## src/rtl/riscv_stage_ctrl.sv

```systemverilog
`timescale 1ns/1ps
// -----------------------------------------------------------------------------
// riscv_stage_ctrl
//   Multi-cycle RISC-V stage sequencer. It steps one instruction at a time
//   through FETCH -> DECODE -> EXECUTE -> (MEM_WAIT) -> WRITE_BACK.
//   It times out stalled fetches and memory accesses into ERROR, parks in
//   HALT on EBREAK, and keeps a running-cycle counter and a retired-instruction
//   counter.
//
// Parameters
//   CNT_W    width of cycle_count / instret_count (both wrap modulo 2^CNT_W)
//   TIMEOUT  consecutive wait cycles before ERROR; 0 disables the timeout
//   BOOT_RUN 1: reset exits to FETCH, 0: reset exits to IDLE
//
// Ports
//   clk, rst            clock, synchronous active-low reset
//   start               leave IDLE / resume from HALT
//   fetch_rdy           instruction word valid
//   is_ebreak/is_load/is_store  instruction class, sampled in EXECUTE
//   data_read_rdy       load data returned
//   data_write_rdy      store accepted
//   cnt_clear           zero both counters
//   fetch..write_back   one-hot stage strobes (registered, Moore)
//   retire              instruction retired this cycle (WRITE_BACK)
//   halted, bus_error   core in HALT / ERROR
//   state               encoded current state
//   cycle_count         cycles spent in FETCH..WRITE_BACK
//   instret_count       retired instructions
// -----------------------------------------------------------------------------
module riscv_stage_ctrl #(
  parameter int CNT_W    = 64,
  parameter int TIMEOUT  = 255,
  parameter bit BOOT_RUN = 1'b1
) (
  input  logic             clk,
  input  logic             rst,
  input  logic             start,
  input  logic             fetch_rdy,
  input  logic             is_ebreak,
  input  logic             is_load,
  input  logic             is_store,
  input  logic             data_read_rdy,
  input  logic             data_write_rdy,
  input  logic             cnt_clear,
  output logic             fetch,
  output logic             decode,
  output logic             execute,
  output logic             mem_wait,
  output logic             write_back,
  output logic             retire,
  output logic             halted,
  output logic             bus_error,
  output logic [2:0]       state,
  output logic [CNT_W-1:0] cycle_count,
  output logic [CNT_W-1:0] instret_count
);

  typedef enum logic [2:0] {
    S_IDLE       = 3'd0,
    S_FETCH      = 3'd1,
    S_DECODE     = 3'd2,
    S_EXECUTE    = 3'd3,
    S_MEM_WAIT   = 3'd4,
    S_WRITE_BACK = 3'd5,
    S_HALT       = 3'd6,
    S_ERROR      = 3'd7
  } state_e;

  // Wait counter only has to reach TIMEOUT-1; keep at least one bit so a
  // disabled timeout still yields a legal vector.
  localparam int WAIT_W = (TIMEOUT > 0) ? $clog2(TIMEOUT + 1) : 1;
  localparam logic [WAIT_W-1:0] WAIT_LAST = WAIT_W'((TIMEOUT > 0) ? (TIMEOUT - 1) : 0);
  localparam state_e RESET_STATE = state_e'(BOOT_RUN ? 3'd1 : 3'd0);

  state_e             state_q, state_d;
  logic [WAIT_W-1:0]  wait_q, wait_d;
  logic               kind_load_q, kind_load_d;
  logic [CNT_W-1:0]   cycle_q, cycle_d;
  logic [CNT_W-1:0]   instret_q, instret_d;
  logic [7:0]         out_q, out_d;
  logic               wait_inc_s;
  logic               timeout_hit_s;
  logic               mem_done_s;
  logic               running_s;

  // Output vector {fetch, decode, execute, mem_wait, write_back, retire,
  // halted, bus_error} for a given state.
  function automatic logic [7:0] stage_outputs(input state_e s);
    logic [7:0] v;
    case (s)
      S_FETCH:      v = 8'b1000_0000;
      S_DECODE:     v = 8'b0100_0000;
      S_EXECUTE:    v = 8'b0010_0000;
      S_MEM_WAIT:   v = 8'b0001_0000;
      S_WRITE_BACK: v = 8'b0000_1100;
      S_HALT:       v = 8'b0000_0010;
      S_ERROR:      v = 8'b0000_0001;
      default:      v = 8'b0000_0000;
    endcase
    return v;
  endfunction

  // Qualifiers for the stall states.
  always_comb begin
    timeout_hit_s = (TIMEOUT != 0) && (wait_q == WAIT_LAST);
    // Both-flags instructions were latched as loads in EXECUTE.
    mem_done_s    = kind_load_q ? data_read_rdy : data_write_rdy;
    running_s     = (state_q == S_FETCH)    || (state_q == S_DECODE) ||
                    (state_q == S_EXECUTE)  || (state_q == S_MEM_WAIT) ||
                    (state_q == S_WRITE_BACK);
  end

  // Next-state logic; a ready seen together with the timeout still advances.
  always_comb begin
    state_d     = state_q;
    kind_load_d = kind_load_q;
    wait_inc_s  = 1'b0;
    case (state_q)
      S_IDLE: begin
        if (start) state_d = S_FETCH;
        else       state_d = S_IDLE;
      end
      S_FETCH: begin
        if (fetch_rdy) begin
          state_d = S_DECODE;
        end else if (timeout_hit_s) begin
          state_d = S_ERROR;
        end else begin
          state_d    = S_FETCH;
          wait_inc_s = 1'b1;
        end
      end
      S_DECODE: begin
        state_d = S_EXECUTE;
      end
      S_EXECUTE: begin
        kind_load_d = is_load;
        if (is_ebreak)                state_d = S_HALT;
        else if (is_load || is_store) state_d = S_MEM_WAIT;
        else                          state_d = S_WRITE_BACK;
      end
      S_MEM_WAIT: begin
        if (mem_done_s) begin
          state_d = S_WRITE_BACK;
        end else if (timeout_hit_s) begin
          state_d = S_ERROR;
        end else begin
          state_d    = S_MEM_WAIT;
          wait_inc_s = 1'b1;
        end
      end
      S_WRITE_BACK: begin
        state_d = S_FETCH;
      end
      S_HALT: begin
        if (start) state_d = S_FETCH;
        else       state_d = S_HALT;
      end
      S_ERROR: begin
        state_d = S_ERROR;
      end
      default: begin
        state_d = S_ERROR;
      end
    endcase
  end

  // Wait counter restarts on every state change.
  always_comb begin
    if (state_d != state_q) begin
      wait_d = '0;
    end else if (wait_inc_s) begin
      wait_d = wait_q + WAIT_W'(1);
    end else begin
      wait_d = wait_q;
    end
  end

  // Counter next values; clear beats increment.
  always_comb begin
    if (cnt_clear) begin
      cycle_d   = '0;
      instret_d = '0;
    end else begin
      if (running_s) cycle_d = cycle_q + CNT_W'(1);
      else           cycle_d = cycle_q;
      if (state_q == S_WRITE_BACK) instret_d = instret_q + CNT_W'(1);
      else                         instret_d = instret_q;
    end
  end

  // Outputs are registered from the next state so they line up with state_q.
  always_comb begin
    out_d = stage_outputs(state_d);
  end

  // State, counters and output registers.
  always_ff @(posedge clk) begin
    if (!rst) begin
      state_q     <= RESET_STATE;
      wait_q      <= '0;
      kind_load_q <= 1'b0;
      cycle_q     <= '0;
      instret_q   <= '0;
      out_q       <= stage_outputs(RESET_STATE);
    end else begin
      state_q     <= state_d;
      wait_q      <= wait_d;
      kind_load_q <= kind_load_d;
      cycle_q     <= cycle_d;
      instret_q   <= instret_d;
      out_q       <= out_d;
    end
  end

  assign {fetch, decode, execute, mem_wait, write_back, retire, halted, bus_error} = out_q;
  assign state         = state_q;
  assign cycle_count   = cycle_q;
  assign instret_count = instret_q;

endmodule

```

## config.mk

```make
export PLATFORM = sky130hd
export DESIGN_NAME = riscv_stage_ctrl
export DESIGN_NICKNAME = d
export VERILOG_FILES = /design/src/rtl/riscv_stage_ctrl.sv
export SDC_FILE = /design/constraint.sdc
export NUM_CORES = 1
export LEC_CHECK = 0
export BUFFER_PORTS_ARGS = -buffer_cell sky130_fd_sc_hd__buf_2
export CELL_PAD_IN_SITES_DETAIL_PLACEMENT = 1
export CELL_PAD_IN_SITES_GLOBAL_PLACEMENT = 2
export CORE_AREA = 2 2 111 193
export DETAILED_ROUTE_END_ITERATION = 10
export DIE_AREA = 0 0 113 195
export MAX_ROUTING_LAYER = met4
export PLACE_DENSITY = 0.88
export SLEW_MARGIN = 20
export SYNTH_ARGS = -nofsm -noshare
export SYNTH_HDL_FRONTEND = slang
export SYNTH_SLANG_ARGS = --single-unit
```

## constraint.sdc

```tcl
create_clock -name clk -period 4.45 [get_ports clk]
set_input_delay 0.445 -clock clk [delete_from_list [all_inputs] [get_ports clk]]
set_output_delay 0.445 -clock clk [all_outputs]
set_load 0.01 [all_outputs]
```

## Word-level counts from Yosys, hierarchy flattened

Index checks and enable logic that the tools add are counted.
Widths: inputs -> output; s select.

| storage, ports and cells | value |
|---|---|
| bits in registers | 148 |
| input bits | 10 |
| output and inout bits | 139 |
| logic and storage cells | 49 |

| cells by class | value |
|---|---|
| $add $sub $neg | 3 |
| equality and inequality tests | 16 |
| muxes and demuxes | 15 |
| bitwise operators | 1 |
| reductions and logical operators | 8 |

Operators by type and width:

| kind | number |
|---|---|
| $add 64x1->64 const B | 2 |
| $pmux 8 s7 | 1 |
| $eq 3x3->1 const B | 8 |
| $pmux 3 s8 | 1 |
| $eq 3x2->1 const B | 4 |
| $mux 3 | 3 |
| $add 8x1->8 const B | 1 |
| $eq 8x8->1 const B | 1 |
| $eq 3x1->1 const B | 2 |
| $mux 1 | 6 |
| $mux 2 | 3 |
| $logic_or 1x1->1 | 5 |
| $reduce_or 2->1 | 2 |
| $logic_not 3->1 | 1 |
| $ne 3x3->1 | 1 |
| $pmux 1 s2 | 1 |
| $not 1->1 | 1 |

## Depth between registers and ports, before layout

| logic depth | value |
|---|---|
| depth in word-level cells | 6 |
| mapped depth | 8 |
| depth with buffers taken out | 7 |

## Worst setup path after synthesis

No wires, ideal clock.

| path | value |
|---|---|
| kind | register -> register |
| start | register cycle_q[39] (netlist: cycle_count[39]) |
| end | register cycle_q[63] (netlist: cycle_count[63]) |
| setup time | 0.071 ns |
| arrival | 2.178 ns |
| data required time | 4.379 ns |
| slack | 2.202 ns |
| stages on the path, launching flop included | 6 |
| path buffers | 0 |
| clock period less this slack | 2.248 ns |
| cells stage by stage | dfxtp_1 > nand4_2 > or4_1 > or4_1 > or4_1 > a21oi_1 |

| on the way | value |
|---|---|
| cells in the longest elaborated chain, start to end | 1 |

Ends and longest elaborated chain:

| what | line | RTL |
|---|---|---|
| start, declared | 78 | `logic [CNT_W-1:0] cycle_q, cycle_d;` |
| start signal, assigned | 210 | `cycle_q <= cycle_d;` |
| $add 64x1->64 | 185 | `if (running_s) cycle_d = cycle_q + CNT_W'(1);` |

Every way passes these cells.
A chain may end at the register's enable or synchronous reset.

## Worst setup path after layout

| path | value |
|---|---|
| start | register state_q[2] (netlist: state[2]) |
| end | register instret_q[54] (netlist: instret_count[54]) |

| on the way | value |
|---|---|
| cells in the longest elaborated chain, start to end | 1 |

Ends and longest elaborated chain:

| what | line | RTL |
|---|---|---|
| start, declared | 75 | `state_e state_q, state_d;` |
| start signal, assigned | 207 | `state_q <= state_d;` |
| $eq 3x3->1 | 187 | `if (state_q == S_WRITE_BACK) instret_d = instret_q + CNT_W'(1);` |
| end signal, assigned | 211 | `instret_q <= instret_d;` |
| end, declared | 79 | `logic [CNT_W-1:0] instret_q, instret_d;` |

Every way passes these cells.

==> impl_metrics.ini <==
[pwr]
p_total_mw = 3.038
powerDensity_nw_per_um2 = 352.9
leakage_nw = 3.122
max-vdd-ir-drop_mv = 0.2745

[final_layout]
fin_nets = 991
multi_input_area_um2 = 3870
regArea_um2 = 2943
final_area_um2 = 8610
final_core_util_pct = 42.26
drive_gt1_share_pct = 20.22
area_growth_pct = 21.87
n_antenna_cell = 0
num-fill-cells = 2515

[routing]
wl_per_cell_um = 17.40
viasPerCell = 5.593
vias = 6918
drtAntennaViolNets = 0
drt-total-wl_um = 21520
drc = 10
drt_iter0_markers = 235
dr.pass1.iters = 7

[timing]
finalCritPeriodShare_pct = 67.34
tns_ns = 0
rsz0062_at_grt = false
finalMaxSlewViolations = 0
maxSlewHeadroom_pct = 43.27
max_clock_freq_mhz = 333.7
worst_clock_skew_ns = 0.009337
hold_viol_final = 0
tightest_slew_ns = 0.8486
setup_viol = 0
period_needed_ns = 2.997

[synthesis]
yosys.cell_count.top_type = dfxtp_1
syn_nets = 858
synth_commonest_cells = 147 x dfxtp_1, 79 x a21oi_1, 76 x nor2_1, 61 x nand2_1, 55 x nand3_1
ys_ff_latch = 147
synth_cells = 844
synthFlopType = dfxtp_1
ys_top_cells_by_area = dfxtp_1 42%, a21oi_1 5.6%, xor2_1 5.1%, o31ai_1 4.5%, or4_1 4.1%
ys_warn_count = 0
syn_area_um2 = 7064
avgSynthCellArea_um2 = 8.370
ys_seq_area_share_pct = 41.66
synth_top_area_share_pct = 41.66
ys_types = 52
postSynth.asyncResetShare_pct = 0
synth_edf_count = 0
netlist.top_cell.by_area = dfxtp_1

[global_route]
antenna_found_initial = 0
grt_max_degree = 56
grt_pass1_vias = 7002
overflow = 0
grt_pass1_wl_um = 35320
track_usage_pct = 20.20

[critical_path]
critical_path_class = flip-flop to flip-flop
worst_ep_required_time_ns = 4.81
path_max_fanout = 19
arrival_ns = 3.36
cp-end-kind = flip-flop
reg2reg_depth = 5
start_kind = flip-flop

[clock_tree]
htree_levels = 4
clk-insertion-delay-late_ns = 0.43
clkTransAtPathRegs_ns = 0.06
cts_resized = 0
tritoncts = yes
hold_buffers = 0
cts_max_path_buffers = 2
numCtsBuffers = 17
cts.sinks = 147
cts-root-buf = clkbuf_16
cts_setup_buffers = 0

[placed_design]
place.gp.congestion = 0.8404
placement.io_buffers = 148
placed_cell_area_um2 = 7984
place_hpwl_um = 15770

[worst_hold_path]
hold_depth = 2
hp-class = input pin to flip-flop

[floorplanning]
ios = 149
rows = 69
core_um2 = 20370
die_h_um = 195
die_x_um = 113
die-area_um2 = 22040
initial_utilization_pct = 34.67

[flow_run]
drv_cap = 0

[status]
status = complete, but fails checks
failed_checks = DRC
-- logic make-up after synthesis --
kind of cell	count (synthesis)	share of synthesized area (%)
mux	4	0.5668
compound gates	173	14.70
buf+inv	60	3.772
xor+xnor	56	6.943
fa+ha+maj	4	0.7085
flops	147	41.66
simple gates	400	31.65
-- final timing paths --
check	start	end	slack, ns
setup reg to reg	state[2]	instret_count[54]	1.45
hold reg to reg	instret_count[63]	instret_count[63]	0.48
setup / recovery	state[2]	instret_count[54]	1.45
hold / removal	rst	state[0]	0.29
-- critical path, stage by stage, from the launching register on --
cell      delay (ns)
dfxtp_1         0.64
nand3b_2        0.32
nor4_2          0.44
nand4_1         0.67
or4_1           0.71
a21oi_1         0.15
-- registers in the layout (all words and copies together), names as in the netlist --
register and cells:
out_q 7, instret_count 64, wait_q 8, kind_load_q 1
cycle_count 64, state 3
-- stage by stage --
step | setup WS [ns] | std cells | hold slack (ns)
2_1_floorplan | 2.202 | 844 | 0.4959
3_3_place_gp | 1.534 | 1206 | 0.4580
3_5_place_dp | 1.498 | 1206 | 0.4743
4_1_cts | 1.469 | 1237 | 0.2730
5_1_grt | 1.163 | 1237 | 0.2951
6_report | 1.453 | 1237 | 0.2883
-- per-layer routing --
| metal | wire length (um) | GRT usage, % | up-vias | part of all wire (%) |
|---|---|---|---|---|
| met5 | 0 | - | - | 0 |
| met1 | 8405 | 20.98 | 3372 | 39 |
| met2 | 11790 | 37.48 | 120 | 55 |
| met3 | 947 | 3.942 | 27 | 4.4 |
| met4 | 381 | 6.865 | 0 | 1.8 |
| li1 | - | - | 3399 | - |
-- layout by cell type (no fill, tap or decap), types with 4 or more instances in the layout --
cell type  netlist  final
xnor2_1         15     15
o31a_1           5      5
inv_1           20     20
clkbuf_16        0     17
nor3_1          12     12
nand3_1         55     55
ha_1             4      4
dfxtp_1        147    147
xor2_1          41     41
nor2b_1          7      7
nand4_1         46     46
buf_4            2      6
nor2_1          76     76
nand2_1         61     61
bufinv_16        0      4
and2_1           5      5
clkinv_2         0      4
buf_2            4    148
mux2i_1          4      4
or4_1           39     39
o21a_1           6      6
or3_1           31     31
o21ai_0         31     31
nor4_1          11     11
and3_1          17     17
and4_1          15     15
o31ai_1         42     42
a21oi_1         79     79
-- where the power goes --
group / switching [mW] / internal, mW / leakage [nW] / total (mW)
registers: 0.0195 / 1.33 / 1.18 / 1.35
clock network: 0.573 / 0.976 / 0.305 / 1.55
logic: 0.0918 / 0.0488 / 1.63 / 0.141
total: 0.685 / 2.35 / 3.12 / 3.04
-- cell type report --
class	instances	area share, %
clock buffer	21	5.464
clock inverter	10	1.802
inverter	20	0.8720
multi-input combinational	637	44.95
sequential	147	34.18
tap	248	3.604
timing repair buffer	154	9.127
(Power assumes the default switching activity.)
